$ cat config.mk
export PLATFORM = sky130hd
export DESIGN_NAME = game_flow_ctrl
export DESIGN_NICKNAME = d
export VERILOG_FILES = /design/src/rtl/game_flow_ctrl_pkg.sv /design/src/rtl/game_flow_ctrl_btn_edge_sync.sv /design/src/rtl/game_flow_ctrl.sv
export SDC_FILE = /design/constraint.sdc
export NUM_CORES = 1
export LEC_CHECK = 0
export ABC_AREA = 1
export CORE_MARGIN = 3
export CORE_UTILIZATION = 46
export CTS_CLUSTER_DIAMETER = 60
export CTS_CLUSTER_SIZE = 25
export DETAILED_ROUTE_END_ITERATION = 12
export PLACE_DENSITY = 0.9
export SLEW_MARGIN = 10
export SYNTH_ARGS = -nofsm -noshare
export SYNTH_HDL_FRONTEND = slang
export SYNTH_SLANG_ARGS = --single-unit
$ cat constraint.sdc
create_clock -name clk -period 1.95 [get_ports clk]
set_clock_uncertainty 0.1 [all_clocks]
set_input_delay 0.195 -clock clk [delete_from_list [all_inputs] [get_ports clk]]
set_output_delay 0.195 -clock clk [all_outputs]
set_load 0.02 [all_outputs]
$ cat src/rtl/game_flow_ctrl_pkg.sv
// Shared definitions for the game sequencer: state encoding, default timing,
// banner geometry and colours.
package game_flow_ctrl_pkg;

    typedef enum logic [2:0] {
        ST_TITLE   = 3'd0,
        ST_RESTART = 3'd1,
        ST_PLAY    = 3'd2,
        ST_DYING   = 3'd3,
        ST_OVER    = 3'd4
    } state_e;

    localparam int FADE_FRAMES_DEF    = 90;
    localparam int BLINK_FRAMES_DEF   = 30;
    localparam int RESTART_CYCLES_DEF = 4;

    localparam int FRAME_CNT_W = 7;
    localparam int RST_CNT_W   = 3;

    localparam int BANNER_X0_DEF = 208;
    localparam int BANNER_X1_DEF = 416;
    localparam int BANNER_Y0_DEF = 208;
    localparam int BANNER_Y1_DEF = 272;

    localparam logic [11:0] RGB_TITLE = 12'h00F;
    localparam logic [11:0] RGB_OVER  = 12'hF00;

    // Half-open box test: left/top inclusive, right/bottom exclusive.
    function automatic logic in_box(input logic [9:0] px, input logic [9:0] py,
                                    input logic [9:0] x0, input logic [9:0] x1,
                                    input logic [9:0] y0, input logic [9:0] y1);
        return (px >= x0) && (px < x1) && (py >= y0) && (py < y1);
    endfunction

endpackage

$ cat src/rtl/game_flow_ctrl_btn_edge_sync.sv
// Two-flop synchroniser plus rising-edge detector for a raw pushbutton.
// Produces a single-cycle pulse per press, however long the button is held.
module btn_edge_sync (
    input  logic clk,
    input  logic rst_n,
    input  logic btn_in,
    output logic pulse
);

    logic sync1_q, sync1_d;
    logic sync2_q, sync2_d;
    logic prev_q,  prev_d;

    always_ff @(posedge clk or negedge rst_n) begin
        if (!rst_n) begin
            sync1_q <= 1'b0;
            sync2_q <= 1'b0;
            prev_q  <= 1'b0;
        end else begin
            sync1_q <= sync1_d;
            sync2_q <= sync2_d;
            prev_q  <= prev_d;
        end
    end

    always_comb begin
        sync1_d = btn_in;
        sync2_d = sync1_q;
        prev_d  = sync2_q;
        pulse   = sync2_q & ~prev_q;
    end

endmodule

$ cat src/rtl/game_flow_ctrl.sv
// Top-level game sequencer: title / restart / play / dying / game-over flow,
// run-enable and restart pulse for the game blocks, and the banner overlay.
//
// state   | meaning
// TITLE   | idle after reset, solid blue banner, waiting for start
// RESTART | game_restart held high for RESTART_CYCLES clocks
// PLAY    | game running, game_en high
// DYING   | frozen for FADE_FRAMES frames before the banner
// OVER    | blinking red banner, waiting for start
module game_flow_ctrl
    import game_flow_ctrl_pkg::*;
#(
    parameter int FADE_FRAMES    = FADE_FRAMES_DEF,
    parameter int BLINK_FRAMES   = BLINK_FRAMES_DEF,
    parameter int RESTART_CYCLES = RESTART_CYCLES_DEF,
    parameter int BANNER_X0      = BANNER_X0_DEF,
    parameter int BANNER_X1      = BANNER_X1_DEF,
    parameter int BANNER_Y0      = BANNER_Y0_DEF,
    parameter int BANNER_Y1      = BANNER_Y1_DEF
) (
    input  logic        clk,
    input  logic        reset,
    input  logic        start_btn,
    input  logic        frame_tick,
    input  logic        gameover,
    input  logic [9:0]  x,
    input  logic [9:0]  y,
    output logic        game_en,
    output logic        game_restart,
    output logic        banner_on,
    output logic [11:0] banner_rgb,
    output logic [2:0]  state_dbg
);

    localparam logic [FRAME_CNT_W-1:0] FADE_CNT  = FRAME_CNT_W'(FADE_FRAMES);
    localparam logic [FRAME_CNT_W-1:0] BLINK_CNT = FRAME_CNT_W'(BLINK_FRAMES);
    localparam logic [RST_CNT_W-1:0]   RST_LAST  = RST_CNT_W'(RESTART_CYCLES - 1);
    localparam logic [FRAME_CNT_W-1:0] FRAME_MAX = '1;
    localparam logic [RST_CNT_W-1:0]   RST_MAX   = '1;

    state_e                 state_q, state_d;
    logic [FRAME_CNT_W-1:0] frame_cnt_q, frame_cnt_d;
    logic [RST_CNT_W-1:0]   rst_cnt_q, rst_cnt_d;
    logic                   blink_q, blink_d;
    logic                   game_en_q, game_en_d;
    logic                   game_restart_q, game_restart_d;

    logic                   start_pulse;
    logic [FRAME_CNT_W-1:0] frame_inc;
    logic [RST_CNT_W-1:0]   rst_inc;
    logic                   in_rect;

    btn_edge_sync u_start_sync (
        .clk    (clk),
        .rst_n  (reset),
        .btn_in (start_btn),
        .pulse  (start_pulse)
    );

    always_ff @(posedge clk or negedge reset) begin
        if (!reset) begin
            state_q        <= ST_TITLE;
            frame_cnt_q    <= '0;
            rst_cnt_q      <= '0;
            blink_q        <= 1'b0;
            game_en_q      <= 1'b0;
            game_restart_q <= 1'b0;
        end else begin
            state_q        <= state_d;
            frame_cnt_q    <= frame_cnt_d;
            rst_cnt_q      <= rst_cnt_d;
            blink_q        <= blink_d;
            game_en_q      <= game_en_d;
            game_restart_q <= game_restart_d;
        end
    end

    // Counters saturate rather than wrap so a stuck count can never re-trigger.
    always_comb begin
        frame_inc   = (frame_cnt_q == FRAME_MAX) ? frame_cnt_q : frame_cnt_q + 1'b1;
        rst_inc     = (rst_cnt_q == RST_MAX) ? rst_cnt_q : rst_cnt_q + 1'b1;
        state_d     = state_q;
        frame_cnt_d = frame_cnt_q;
        rst_cnt_d   = rst_cnt_q;
        blink_d     = blink_q;
        unique case (state_q)
            ST_TITLE: begin
                if (start_pulse) begin
                    state_d   = ST_RESTART;
                    rst_cnt_d = '0;
                end
            end
            ST_RESTART: begin
                if (rst_cnt_q >= RST_LAST) begin
                    state_d   = ST_PLAY;
                    rst_cnt_d = '0;
                end else begin
                    rst_cnt_d = rst_inc;
                end
            end
            ST_PLAY: begin
                if (gameover) begin
                    state_d     = ST_DYING;
                    frame_cnt_d = '0;
                end
            end
            ST_DYING: begin
                if (frame_tick) begin
                    if (frame_inc >= FADE_CNT) begin
                        state_d     = ST_OVER;
                        frame_cnt_d = '0;
                        blink_d     = 1'b1;
                    end else begin
                        frame_cnt_d = frame_inc;
                    end
                end
            end
            ST_OVER: begin
                if (start_pulse) begin
                    state_d     = ST_RESTART;
                    frame_cnt_d = '0;
                    rst_cnt_d   = '0;
                    blink_d     = 1'b0;
                end else if (frame_tick) begin
                    if (frame_inc >= BLINK_CNT) begin
                        frame_cnt_d = '0;
                        blink_d     = ~blink_q;
                    end else begin
                        frame_cnt_d = frame_inc;
                    end
                end
            end
            default: begin
                state_d     = ST_TITLE;
                frame_cnt_d = '0;
                rst_cnt_d   = '0;
                blink_d     = 1'b0;
            end
        endcase
    end

    // Enables are registered from the next state; the banner is combinational
    // from registered state so it lines up with the other pixel sources.
    always_comb begin
        game_en_d      = (state_d == ST_PLAY);
        game_restart_d = (state_d == ST_RESTART);
        in_rect        = in_box(x, y, 10'(BANNER_X0), 10'(BANNER_X1),
                                10'(BANNER_Y0), 10'(BANNER_Y1));
        banner_on      = 1'b0;
        banner_rgb     = '0;
        if (in_rect && state_q == ST_TITLE) begin
            banner_on  = 1'b1;
            banner_rgb = RGB_TITLE;
        end else if (in_rect && state_q == ST_OVER && blink_q) begin
            banner_on  = 1'b1;
            banner_rgb = RGB_OVER;
        end
    end

    assign game_en      = game_en_q;
    assign game_restart = game_restart_q;
    assign state_dbg    = state_q;

endmodule
After elaboration in Yosys (flattened, before gate mapping)
Cells that the tools add are included.
{"block": "op_classes", "addsub": 2, "order_cmp": 7, "eq_ne": 15, "mux": 28, "bitwise_logic": 6, "n_reduce_logical": 14}
{"op": "7-bit 2-to-1 mux", "n": 7}
{"op": "7-bit one-hot mux with 4 select lines", "n": 1}
{"op": "12-bit 2-to-1 mux", "n": 2}
{"op": "3-bit 2-to-1 mux", "n": 8}
{"op": "10-bit by 8-bit greater-or-equal comparator with 1-bit output (second input constant)", "n": 2}
{"op": "10-bit by 9-bit < comparator with 1-bit output (second input constant)", "n": 2}
{"op": "3-bit one-hot mux with 4 select lines", "n": 1}
{"op": "3-bit by 2-bit == test with 1-bit output (second input constant)", "n": 3}
{"op": "3-bit inequality test (second input constant)", "n": 3}
{"op": "3-bit one-hot mux with 3 select lines", "n": 1}
{"op": "7-bit by 1-bit adder with 7-bit output (second input constant)", "n": 1}
{"op": "7-bit == test (second input constant)", "n": 1}
{"op": "7-bit by 5-bit greater-or-equal comparator with 1-bit output (second input constant)", "n": 1}
{"op": "7-bit greater-or-equal comparator (second input constant)", "n": 1}
{"op": "1-bit 2-to-1 mux", "n": 7}
{"op": "3-bit by 1-bit == test with 1-bit output (second input constant)", "n": 2}
{"op": "3-bit == test (second input constant)", "n": 2}
{"op": "1-bit logical AND", "n": 6}
{"op": "2-bit inequality test (second input constant)", "n": 3}
{"op": "2-bit OR reduction", "n": 3}
{"op": "1-bit NOT", "n": 5}
{"op": "5-bit AND reduction", "n": 1}
{"op": "4-bit AND reduction", "n": 1}
{"op": "3-bit by 1-bit adder with 3-bit output (second input constant)", "n": 1}
{"op": "7 further kinds", "n": 7}
{"block": "word_totals", "ff_bits": 19, "in_bits": 25, "output_inout_bits": 18, "elab_cells": 81}

Longest topological paths before layout
Gate-level depths: netlist of run 1.
{"block": "logic_depth", "depth_word": 8, "depth_mapped": 14, "depth_no_buf": 14}

Hierarchy
A second synthesis of run 1 with hierarchy kept.
{"block": "hier_totals", "cells_unflattened": 178, "area_unflattened_um2": 1333.8}
{"module": "game_flow_ctrl", "instances": 1, "cells_per_inst": 173, "area_each_um2": 1248.7, "seq_area_each_um2": 400.4}
{"module": "btn_edge_sync", "instances": 1, "cells_per_inst": 5, "area_each_um2": 85.1, "seq_area_each_um2": 75.1}

Worst setup path after synthesis of run 1
OpenSTA, ideal clock, no wires.
{"block": "synth_timing", "path_type": "register -> output", "start": "reg state_q[1], in the netlist state_dbg[1]", "end": "out banner_rgb[10]", "arrival_time_ps": 1514, "t_required_ps": 1655, "path_slack_ps": 141, "path_stages_with_launch": 7, "path_buffers": 1, "cell_sequence": "dfrtp_1 nor2_1 inv_2 nor2_1 nand2_1 nor2_1 buf_4"}
{"block": "synth_via", "elab_chain_cells": 5, "elab_cells_between_ends": 7, "classes_between": "1 x eq/ne; 2 x mux; 4 x reduce/logical"}
{"element": "from (decl)", "line_no": "game_flow_ctrl.sv:41", "source": "state_e state_q, state_d;"}
{"element": "from (signal assigned)", "line_no": "game_flow_ctrl.sv:69", "source": "state_q <= state_d;"}
{"element": "3-bit == test", "line_no": "game_flow_ctrl.sv:154", "source": "end else if (in_rect && state_q == ST_OVER && blink_q) begin"}
{"element": "1-bit logical AND (2 in series)", "line_no": "game_flow_ctrl.sv:154"}
{"element": "12-bit 2-to-1 mux", "line_no": "game_flow_ctrl.sv:154"}
{"element": "12-bit 2-to-1 mux *", "line_no": "game_flow_ctrl.sv:151", "source": "if (in_rect && state_q == ST_TITLE) begin"}
{"element": "to (decl)", "line_no": "game_flow_ctrl.sv:31", "source": "output logic [11:0] banner_rgb,"}
Mark *: on every way between the ends. The rest lies on a longest branch, timed or not.

Final worst setup path of run 1
{"block": "layout_timing", "start": "reg frame_cnt_q[0]", "end": "reg frame_cnt_q[4]"}
{"block": "layout_via", "elab_chain_cells": 7, "elab_cells_between_ends": 11, "classes_between": "1 x add/sub; 2 x order compare; 1 x eq/ne; 7 x mux"}
{"element": "from (decl)", "line_no": "game_flow_ctrl.sv:42", "source": "logic [FRAME_CNT_W-1:0] frame_cnt_q, frame_cnt_d;"}
{"element": "from (signal assigned)", "line_no": "game_flow_ctrl.sv:70", "source": "frame_cnt_q <= frame_cnt_d;"}
{"element": "7-bit by 1-bit adder with 7-bit output or 7-bit == test (tied branches)", "line_no": "game_flow_ctrl.sv:80", "source": "frame_inc = (frame_cnt_q == FRAME_MAX) ? frame_cnt_q : frame_cnt_q + 1'b1;"}
{"element": "7-bit 2-to-1 mux *", "line_no": "game_flow_ctrl.sv:80"}
{"element": "7-bit by 5-bit greater-or-equal comparator with 1-bit output", "line_no": "game_flow_ctrl.sv:125", "source": "if (frame_inc >= BLINK_CNT) begin"}
{"element": "7-bit 2-to-1 mux", "line_no": "game_flow_ctrl.sv:125"}
{"element": "7-bit 2-to-1 mux", "line_no": "game_flow_ctrl.sv:124", "source": "end else if (frame_tick) begin"}
{"element": "7-bit 2-to-1 mux", "line_no": "game_flow_ctrl.sv:119", "source": "if (start_pulse) begin"}
{"element": "7-bit one-hot mux with 4 select lines *", "line_no": "game_flow_ctrl.sv:86", "source": "unique case (state_q)"}
Mark *: on every way between the ends. The rest lies on a longest branch, timed or not. The select of a mux whose other input is x is not followed.
A chain may end at the register's enable or synchronous reset.

==> results of run 1 <==
metal layers:
metal,up-vias,routed length [µm]
met5,-,0
met4,0,26
met3,4,194
met2,39,1714
met1,597,1400
li1,642,-
layout by cell type, fill, tap and decap left out, types with 3 or more instances in the layout:
cell and n:
o21ai_1 6, inv_1 22, nand3_1 8, clkbuf_4 3, clkdlybuf4s50_1 21, nand2_1 34, dfrtp_1 19, buf_2 9
ha_1 4, nor2_2 8, nand2_4 4, o22ai_1 4, o21ai_0 3, nand2_2 7, a21oi_1 6, inv_2 3
buf_4 14, nor2_1 9, conb_1 4, nand4_1 5
registers in the layout, summed over array words and instances, names as in the netlist:
name                  cells
game_en                   1
game_restart              1
u_start_sync.prev_d       1
u_start_sync.sync1_q      1
blink_q                   1
frame_cnt_q               7
state_dbg                 3
u_start_sync.prev_q       1
rst_cnt_q                 3
worst paths after layout:
kind,from,slack (ns),end,cells past startpoint
max in group asynchronous,reset,1.45,state_dbg[1]$_DFF_PN0_,2
max reg2reg,frame_cnt_q[0]$_DFFE_PN0P_,0.05,frame_cnt_q[4]$_DFFE_PN0P_,12
min in group clk,start_btn,0.21,u_start_sync.sync1_q$_DFF_PN0_,1
min,reset,0.09,frame_cnt_q[0]$_DFFE_PN0P_,2
max,frame_cnt_q[0]$_DFFE_PN0P_,0.05,frame_cnt_q[4]$_DFFE_PN0P_,12
min reg2reg,u_start_sync.sync1_q$_DFF_PN0_,0.28,u_start_sync.prev_d$_DFF_PN0_,0
cells by family after synthesis:
kind of cell               count (synthesis)
and+or+nand+nor                           81
adders and majority gates                  5
AOI/OAI and AO/OA                         29
xor gates and xnor gates                   2
DFF                                       19
buffers and inverters                     36
other                                      1
report_power, final:
group | total (W) | switching (W) | internal, W
logic | 0.000898 | 0.000526 | 0.000372
registers | 0.000541 | 0.0000701 | 0.000470
clock network | 0.000218 | 0.000141 | 0.0000768
total | 0.00166 | 0.000737 | 0.000919
through the flow:
stage	worst slack, ns	cell area [µm²]	power [W]	utilization (%)	std cells
6_report	0.05263	1759	0.001656	67.34	246
5_1_grt	-0.06911	1759	0.001760	67.34	246
4_1_cts	0.03091	1667	0.001546	63.79	239
3_5_place_dp	-0.4295	1660	0.001326	63.55	235
3_3_place_gp	-0.3491	1660	0.001300	63.55	235
2_1_floorplan	0.1414	1334	0.001039	-	176
critical path, stage by stage (launching register included):
cell,delay (ns)
dfrtp_1,0.45
buf_6,0.16
ha_1,0.31
nand2_2,0.09
nand2_2,0.06
nand2_1,0.06
nand2_1,0.06
nand2_1,0.08
nand2_2,0.09
nand2_4,0.14
nand2_4,0.08
nand2_1,0.09
o21ai_2,0.05
what timing repair did:
item | 4_1_cts | 5_1_grt
gates cloned | 0 | 1
buffers inserted | 0 | 6
pin swaps | 2 | 4
hold endpoints to repair | 0 | 0
setup endpoints to repair | 9 | 19
gates resized for setup | 39 | 15
layout make-up:
type	count	area (µm²)	share of cell area, %
tap	30	37.54	2.134
inverter	25	93.84	5.334
multi-input combinational	122	742.0	42.18
clock inverter	1	5.005	0.2845
sequential	19	475.5	27.03
clock buffer	3	22.52	1.280
timing repair buffer	46	382.9	21.76
==> summary.txt, run 1 <==
Outcome
  – Outcome: finished clean

Floorplan
  – Die Ht: ~60 µm
  – Top Ports: 43
  – Die Footprint: approximately 0.0036 mm²
  – Die width: between 50 and 60 µm
  – Initial Util: 50.62%
  – FP Rows: 18
  – Core Region: approximately 0.0026 mm²

Yosys
  – Gate Count Post-Synth: 173
  – Yosys top cell area share: 35.95%
  – Register area share after synthesis: between 30% and 40%
  – Post-Synth Adder-Cell Area: 4.730%
  – Synth unique cells: 31
  – Most numerous cell in the Yosys netlist: nand2_1
  – Synth warn: 0
  – Synth Area per Inst: between 7 and 8 µm²
  – Register bit total from synthesis: 19
  – Multiplexer share of the synthesized area: 0%
  – Combinational family with the most area after synthesis: simple AND/OR/NAND/NOR gates
  – Post-Syn Area: approximately 0.0013 mm²
  – Ys flop type: dfrtp_1
  – Simple-Gate Fraction of Synth Area: a little under a third
  – Post-synth top area cell: dfrtp_1
  – Largest cells by area after synthesis: dfrtp_1 36%, nand2_1 9.9%, inv_1 6.5%
  – Commonest cells in the netlist: 35 x nand2_1, 23 x inv_1, 19 x dfrtp_1
  – Post-synth EDFFs: 0
  – Post-synthesis compound-gate area fraction: 13.72%
  – Ys async rst share: between 90% and 100%
  – Synth Area in XOR/XNOR: between 1 and 1.5%

Routing
  – Drt wl/cell: between 10 and 15 µm
  – DRT Wirelength: approximately 3300 µm
  – Via count: 1282
  – Remaining antenna violation count: 0
  – Vias per std cell: 5.211
  – DRC viols: 0
  – Drt first-iter violations: 57
  – First-pass DRT Iterations: 4

Setup path
  – CP max FO: 5
  – CP required: 2.07 ns
  – Startpoint types: register
  – CP Data Arrival Time: 2.02 ns
  – Setup CP Type: register to register
  – Critical Path End Type: register

Timing
  – Final max-slew violation count: 0
  – Setup violations, final: 0
  – Max Fclk: 527.0 MHz
  – Post-layout min period: ~1.9 ns
  – Final hold vios: 0
  – RSZ-0062 raised after global routing: yes
  – Tcrit/Tclk final: 97.30%
  – WHS: around 0.091 ns
  – Setup_tns: 0 ns

Clocking
  – CTS Buffer Depth: 2
  – Worst skew pair latency: roughly 0.31 ns
  – CTS tree: done
  – CTS Buf Count: 3
  – H-tree depth: 1
  – Reg clk slew, reported paths: around 0.12 ns
  – CTS Root Cell: clkbuf_4
  – Post-CTS Hold Fix Bufs: 0
  – Clk sinks: 19

Global route
  – Grt met1 use: a little over a fifth
  – Total track usage: 18.08%
  – Vias in the first global route: ~1200
  – First-pass GRT wire length: slightly below 5000 µm
  – Antenna violations before repair: 0
  – Global route overflow: 0
  – Met2 Resource Use GR: around a third
  – Most used routing layer in global routing: met2
  – Met3 track demand over resource: 4.139%
  – Maximum number of pins on one net before global-route repair: 20

Finish
  – Area grow syn2layout: 33.02%
  – Share of layout cells above drive strength 1: 28.70%
  – Antenna diode count: 0
  – Fill cells: 214
  – Nets: 247

Placed design
  – DP Wirelength: about 2400 µm
  – RePlAce Congestion: 0.8826
  – PortBufs: 30

Power
  – Leakage: between 0.8 and 0.9 nW
  – PwrDens: between 900 and 1000 mW/mm²
  – Max IR drop VDD: 715.8 µV

Hold path
  – HP Class: input pin to async pin

Flow run
  – Maxcap violations: 0
(Power assumes the default switching activity.)
==> run 2, diff against run 1 <==
PLACE_DENSITY = default   (was 0.9)
PLACE_DENSITY_LB_ADDON = 0.25   (was default)
==> summary.txt, run 2 (synthesis results as in run 1) <==
Setup path
  – CP required: 2.05 ns (-0.02 ns)
  – Startpoint types: register
  – CP Data Arrival Time: 1.98 ns (-0.04 ns)
  – Crit path cell chain: ha_1 > ha_1 > a211o_1 > nor2_4 > nand2_1 > nand2_1 > inv_1 > nand2_1 > o21ai_0
  – Critical Path End Type: register
  – Max incr delay on CP: 0.42 ns (-0.03 ns)
  – Reg-to-reg slack, setup: 0.07 ns (+0.02 ns)
  – Worst flop-to-flop path endpoint: rst_cnt_q[0]$_DFFE_PN0P_
  – Critical path's slowest cell: dfrtp_1
  – CP max FO: 4 (-1)
  – Reg2reg start: rst_cnt_q[0]$_DFFE_PN0P_
  – Critical path's most frequent cell: nand2_1
  – FF-to-FF path depth: 9 (-3)
  – Setup CP Type: register to register

Floorplan
  – Die Ht: 59.62 µm (unchanged)
  – Die Footprint: 0.003555 mm² (unchanged)
  – Die width: 59.62 µm (unchanged)
  – Top Ports: 43 (unchanged)
  – Initial Util: 50.62% (unchanged)
  – FP Rows: 18 (unchanged)
  – Core Region: 0.002613 mm² (unchanged)

Placed design
  – PortBufs: 30 (unchanged)
  – Placed cells: 234 (-0.43%)
  – DP Worst Slack: -0.4423 ns (-0.01285 ns)
  – DP Wirelength: 2415 µm (+2.3%)
  – RePlAce Congestion: 0.8823 (about the same)

Hold path
  – HP Class: input pin to async pin

Outcome
  – Outcome: finished clean

Routing
  – First-pass DRT Iterations: 4 (unchanged)
  – Drt first-iter violations: 52 (-8.8%)
  – DRC viols: 0 (unchanged)
  – Via count: 1260 (-1.7%)
  – Vias per std cell: 5.250 (+0.74%)
  – DRT Wirelength: 3163 µm (-5.2%)
  – Remaining antenna violation count: 0 (unchanged)
  – Drt wl/cell: 13.18 µm (-2.8%)

Clocking
  – Worst skew pair latency: 0.31 ns (about the same)
  – Reg clk slew, reported paths: 0.12 ns (about the same)
  – CTS tree: done
  – Clk sinks: 19 (unchanged)
  – CTS Buf Count: 3 (unchanged)
  – CTS Buffer Depth: 2 (unchanged)
  – CTS Root Cell: clkbuf_4
  – H-tree depth: 1 (unchanged)

Timing
  – WHS: 0.1107 ns (+0.01935 ns)
  – Tcrit/Tclk final: 96.17% (-1.1 points)
  – Setup_tns: 0 ns (unchanged)
  – Final hold vios: 0 (unchanged)
  – Post-layout min period: 1.875 ns (-0.02205 ns)
  – Max Fclk: 533.2 MHz (+1.2%)
  – Final max-slew violation count: 0 (unchanged)
  – Worst setup slack after layout: 0.07468 ns (+0.02205 ns)
  – Setup violations, final: 0 (unchanged)

Finish
  – Fill cells: 239 (+12%)
  – Commonest non-fill, non-tap cells in the layout: 35 x nand2_1, 23 x inv_1, 21 x clkdlybuf4s50_1
  – Max reg flops: 7 (unchanged)
  – Most flop-heavy register: frame_cnt_q
  – Fin cells: 240 (-2.4%)
  – Area grow syn2layout: 29.04%
  – Share of layout cells above drive strength 1: 26.19% (-2.5 points)
  – Nets: 241 (-2.4%)
  – Commonest non-fill, non-tap cell in the layout: nand2_1
  – Antenna diode count: 0 (unchanged)

Power
  – Max IR drop VDD: 695.9 µV (-2.8%)
  – PwrDens: 929.8 mW/mm² (-1.2%)
  – Leakage: 0.8637 nW (-3.5%)

Global route
  – Vias in the first global route: 1240 (+5.4%)
  – Total track usage: 18.80% (+0.73 points)
  – Antenna violations before repair: 0 (unchanged)
  – First-pass GRT wire length: 5099 µm (+4.4%)
  – Global route overflow: 0 (unchanged)
  – Maximum number of pins on one net before global-route repair: 20 (unchanged)

Flow run
  – Maxcap violations: 0 (unchanged)
-- run 2: cell types whose count changed in the layout (fill, tap and decap cells not counted) --
cell	previous run	this run
nand2_2	7	5
inv_1	22	23
inv_2	3	2
dfrtp_2	0	1
dfrtp_1	19	18
buf_4	14	11
buf_6	2	0
nand2_1	34	35
-- run 2: layout make-up --
class                           instances  area [µm²]  area share (%)
Clock buffer                            3       22.52           1.320
Clock inverter                          1       5.005          0.2933
Inverter                               25       93.84           5.499
Multi-Input combinational cell        121       733.2           42.96
Sequential cell                        19       476.7           27.93
Tap cell                               30       37.54           2.199
Timing Repair Buffer                   41       337.8           19.79
-- run 2: worst max-delay path by stage --
stage,end,slack (ns),startpoint,cells past startpoint
after floorplan,banner_rgb[10],0.14,state_dbg[1]$_DFF_PN0_,6
final,rst_cnt_q[0]$_DFFE_PN0P_,0.07,rst_cnt_q[0]$_DFFE_PN0P_,9
after global placement,banner_rgb[2],-0.34,x[6],6
after detailed placement,banner_rgb[8],-0.44,y[6],6
after CTS,banner_rgb[11],0.006,x[6],6
after global routing,rst_cnt_q[0]$_DFFE_PN0P_,-0.03,rst_cnt_q[0]$_DFFE_PN0P_,9
-- run 2: repair_timing --
action | 4_1_cts | 5_1_grt
setup buffers | 0 | 2
pin swaps | 2 | 2
gates resized for setup | 37 | 14
hold buffers | 0 | 0
setup endpoints to repair | 11 | 19
endpoints found under the hold margin | 0 | 0
-- run 2: report_power, final --
group	internal, W	total, W	switching [W]
clock network	0.0000768	0.000214	0.000138
logic	0.000333	0.000834	0.000500
registers	0.000471	0.000539	0.0000673
total	0.000882	0.00159	0.000705
-- run 2: metrics by stage --
step	total power [W]	area, µm²	utilization (%)
floorplan	0.001039	1334	-
global placement	0.001264	1653	63.27
detailed placement	0.001295	1653	63.27
CTS	0.001524	1689	64.66
global route	0.001709	1707	65.33
finish	0.001587	1707	65.33
-- run 2: worst max-delay path: cells and delay by family (launching register included) --
| family | cells | cell delay, ns |
|---|---|---|
| buf+inv | 1 | 0.07 |
| fa+ha+maj | 2 | 0.42 |
| simple gates | 4 | 0.39 |
| flops | 1 | 0.42 |
| compound gates | 2 | 0.36 |
-- run 2: per-layer routing --
| layer | track usage (%) | vias up | part of all wire, % |
|---|---|---|---|
| met4 | 6.329 | 0 | 1.0 |
| li1 | - | 629 | - |
| met3 | 2.832 | 4 | 4.3 |
| met2 | 34.17 | 35 | 52 |
| met5 | 0 | - | 0 |
| met1 | 22.33 | 592 | 42 |
==> run 3, diff against run 2 <==
CELL_PAD_IN_SITES_DETAIL_PLACEMENT = 0   (was default)
CELL_PAD_IN_SITES_GLOBAL_PLACEMENT = 2   (was default)
CORE_UTILIZATION = 25   (was 46)
==> summary.txt, run 3 (synthesis results as in run 1) <==
Clocking
  – Worst skew pair latency: 0.25 ns (-0.06 ns)
  – Clk sinks: 19 (unchanged)
  – H-tree depth: 1 (unchanged)
  – CTS tree: done
  – CTS Buf Count: 3 (unchanged)
  – CTS Root Cell: clkbuf_8
  – Reg clk slew, reported paths: 0.07 ns (-0.05 ns)
  – CTS Buffer Depth: 2 (unchanged)

Timing
  – Worst setup slack after layout: 0.1243 ns (+0.04958 ns)
  – Setup violations, final: 0 (unchanged)
  – RSZ-0062 raised after global routing: no
  – Tcrit/Tclk final: 93.63% (-2.5 points)
  – Max Fclk: 547.7 MHz (+2.7%)
  – Post-layout min period: 1.826 ns (-0.04958 ns)
  – Final max-slew violation count: 0 (unchanged)
  – Final hold vios: 0 (unchanged)
  – WHS: 0.1741 ns (+0.06336 ns)

Global route
  – Total track usage: 11.11% (-7.7 points)
  – Global route overflow: 0 (unchanged)
  – Maximum number of pins on one net before global-route repair: 20 (unchanged)
  – First-pass GRT wire length: 5526 µm (+8.4%)
  – Vias in the first global route: 1220 (-1.6%)
  – Antenna violations before repair: 0 (unchanged)

Finish
  – Share of layout cells above drive strength 1: 28.70% (+2.5 points)
  – Most flop-heavy register: frame_cnt_q
  – Area of the multi-input gates: 739.5 µm² (+0.85%)
  – Sequential Area: 475.5 µm² (-0.26%)
  – Fin util: 37.10% (-28 points)
  – Max reg flops: 7 (unchanged)
  – Cell area after layout: 0.001822 mm² (+6.7%)
  – Commonest non-fill, non-tap cell in the layout: nand2_1
  – Area grow syn2layout: 37.75%
  – Fin cells: 283 (+18%)
  – Commonest non-fill, non-tap cells in the layout: 33 x nand2_1, 22 x inv_1, 21 x clkdlybuf4s50_1
  – Antenna diode count: 0 (unchanged)
  – Nets: 247 (+2.5%)
  – Fill cells: 522 (+120%)

Power
  – PwrDens: 917.0 mW/mm² (-1.4%)
  – Max IR drop VDD: 453.0 µV (-35%)
  – Leakage: 0.9015 nW (+4.4%)

Setup path
  – Critical Path End Type: output pin
  – Startpoint types: input pin
  – Crit path cell chain: clkdlybuf4s50_1 > inv_1 > nor4_4 > o221ai_2 > nor2_2 > buf_2
  – Critical path's slowest cell: clkdlybuf4s50_1
  – CP required: 1.65 ns (-0.40 ns)
  – Max incr delay on CP: 0.45 ns (+0.03 ns)
  – CP Data Arrival Time: 1.53 ns (-0.45 ns)
  – Setup CP Type: input pin to output pin
  – CP max FO: 4 (unchanged)

Floorplan
  – Core Region: 0.004911 mm² (+88%)
  – Die Footprint: 0.006198 mm² (+74%)
  – Die Ht: 78.73 µm (+32%)
  – FP Rows: 25 (+7)
  – Initial Util: 26.93% (-24 points)
  – Top Ports: 43 (unchanged)
  – Die width: 78.73 µm (+32%)

Placed design
  – Placed cells: 278 (+19%)
  – PortBufs: 30 (unchanged)
  – Placed Area: 0.001752 mm² (+6.0%)
  – DP Worst Slack: -0.4172 ns (+0.02509 ns)
  – RePlAce Congestion: 0.7880 (-11%)
  – DP Wirelength: 2507 µm (+3.8%)

Routing
  – Drt wl/cell: 11.24 µm (-15%)
  – DRC viols: 0 (unchanged)
  – Remaining antenna violation count: 0 (unchanged)
  – Vias per std cell: 4.385 (-16%)
  – First-pass DRT Iterations: 4 (unchanged)
  – DRT Wirelength: 3180 µm (+0.54%)
  – Via count: 1241 (-1.5%)
  – Drt first-iter violations: 51 (-1.9%)

Outcome
  – Outcome: finished clean

Flow run
  – Maxcap violations: 0 (unchanged)

Hold path
  – HP Class: input pin to async pin
## run 3: layout make-up
| type | count | area share (%) |
|---|---|---|
| clock inverters | 1 | 0.2747 |
| multi-input cells | 121 | 40.59 |
| well taps | 67 | 4.602 |
| clock buffers | 3 | 2.266 |
| inverters | 25 | 5.151 |
| repair buffers | 47 | 21.02 |
| flip-flops and latches | 19 | 26.10 |
## run 3: through the flow
| step | power (W) | setup TNS, ns |
|---|---|---|
| floorplan | 0.001039 | 0 |
| global placement | 0.001351 | -3.103 |
| detailed placement | 0.001362 | -3.610 |
| CTS | 0.001646 | 0 |
| global route | 0.001833 | 0 |
| finish | 0.001671 | 0 |
## run 3: power breakdown
part	switching (W)	internal [W]	total, W
combinational	0.000501	0.000371	0.000872
clock	0.000127	0.000142	0.000269
sequential	0.0000582	0.000471	0.000529
## run 3: timing repair
item | 4_1_cts | 5_1_grt
setup buffers | 0 | 1
hold buffers | 0 | 0
endpoints found under the setup margin | 9 | 23
gates resized for setup | 38 | 14
pin swaps | 2 | 2
## run 3: path summary, 6_finish.rpt
kind / slack (ns) / startpoint / depth (start not counted) / endpoint
min in group clk: 0.27 / u_start_sync.sync1_q$_DFF_PN0_ / 0 / u_start_sync.prev_d$_DFF_PN0_
min: 0.17 / reset / 2 / game_restart$_DFF_PN0_
max in group asynchronous: 1.37 / reset / 2 / frame_cnt_q[1]$_DFFE_PN0P_
max: 0.12 / y[6] / 6 / banner_rgb[8]
max reg2reg: 0.15 / frame_cnt_q[1]$_DFFE_PN0P_ / 12 / frame_cnt_q[5]$_DFFE_PN0P_
min reg2reg: 0.27 / u_start_sync.sync1_q$_DFF_PN0_ / 0 / u_start_sync.prev_d$_DFF_PN0_
## run 3: worst max-delay path: cells and delay by family
family          cells  cell delay (ns)
buf+inv             3             0.71
compound gates      1             0.18
simple gates        2             0.44
## run 3: per-layer routing
| layer | vias up | global-route usage, % | wire length, µm |
|---|---|---|---|
| met3 | 2 | 3.628 | 225 |
| met5 | - | 0 | 0 |
| li1 | 637 | - | - |
| met2 | 36 | 17.40 | 1403 |
| met1 | 566 | 14.81 | 1535 |
| met4 | 0 | 2.622 | 15 |
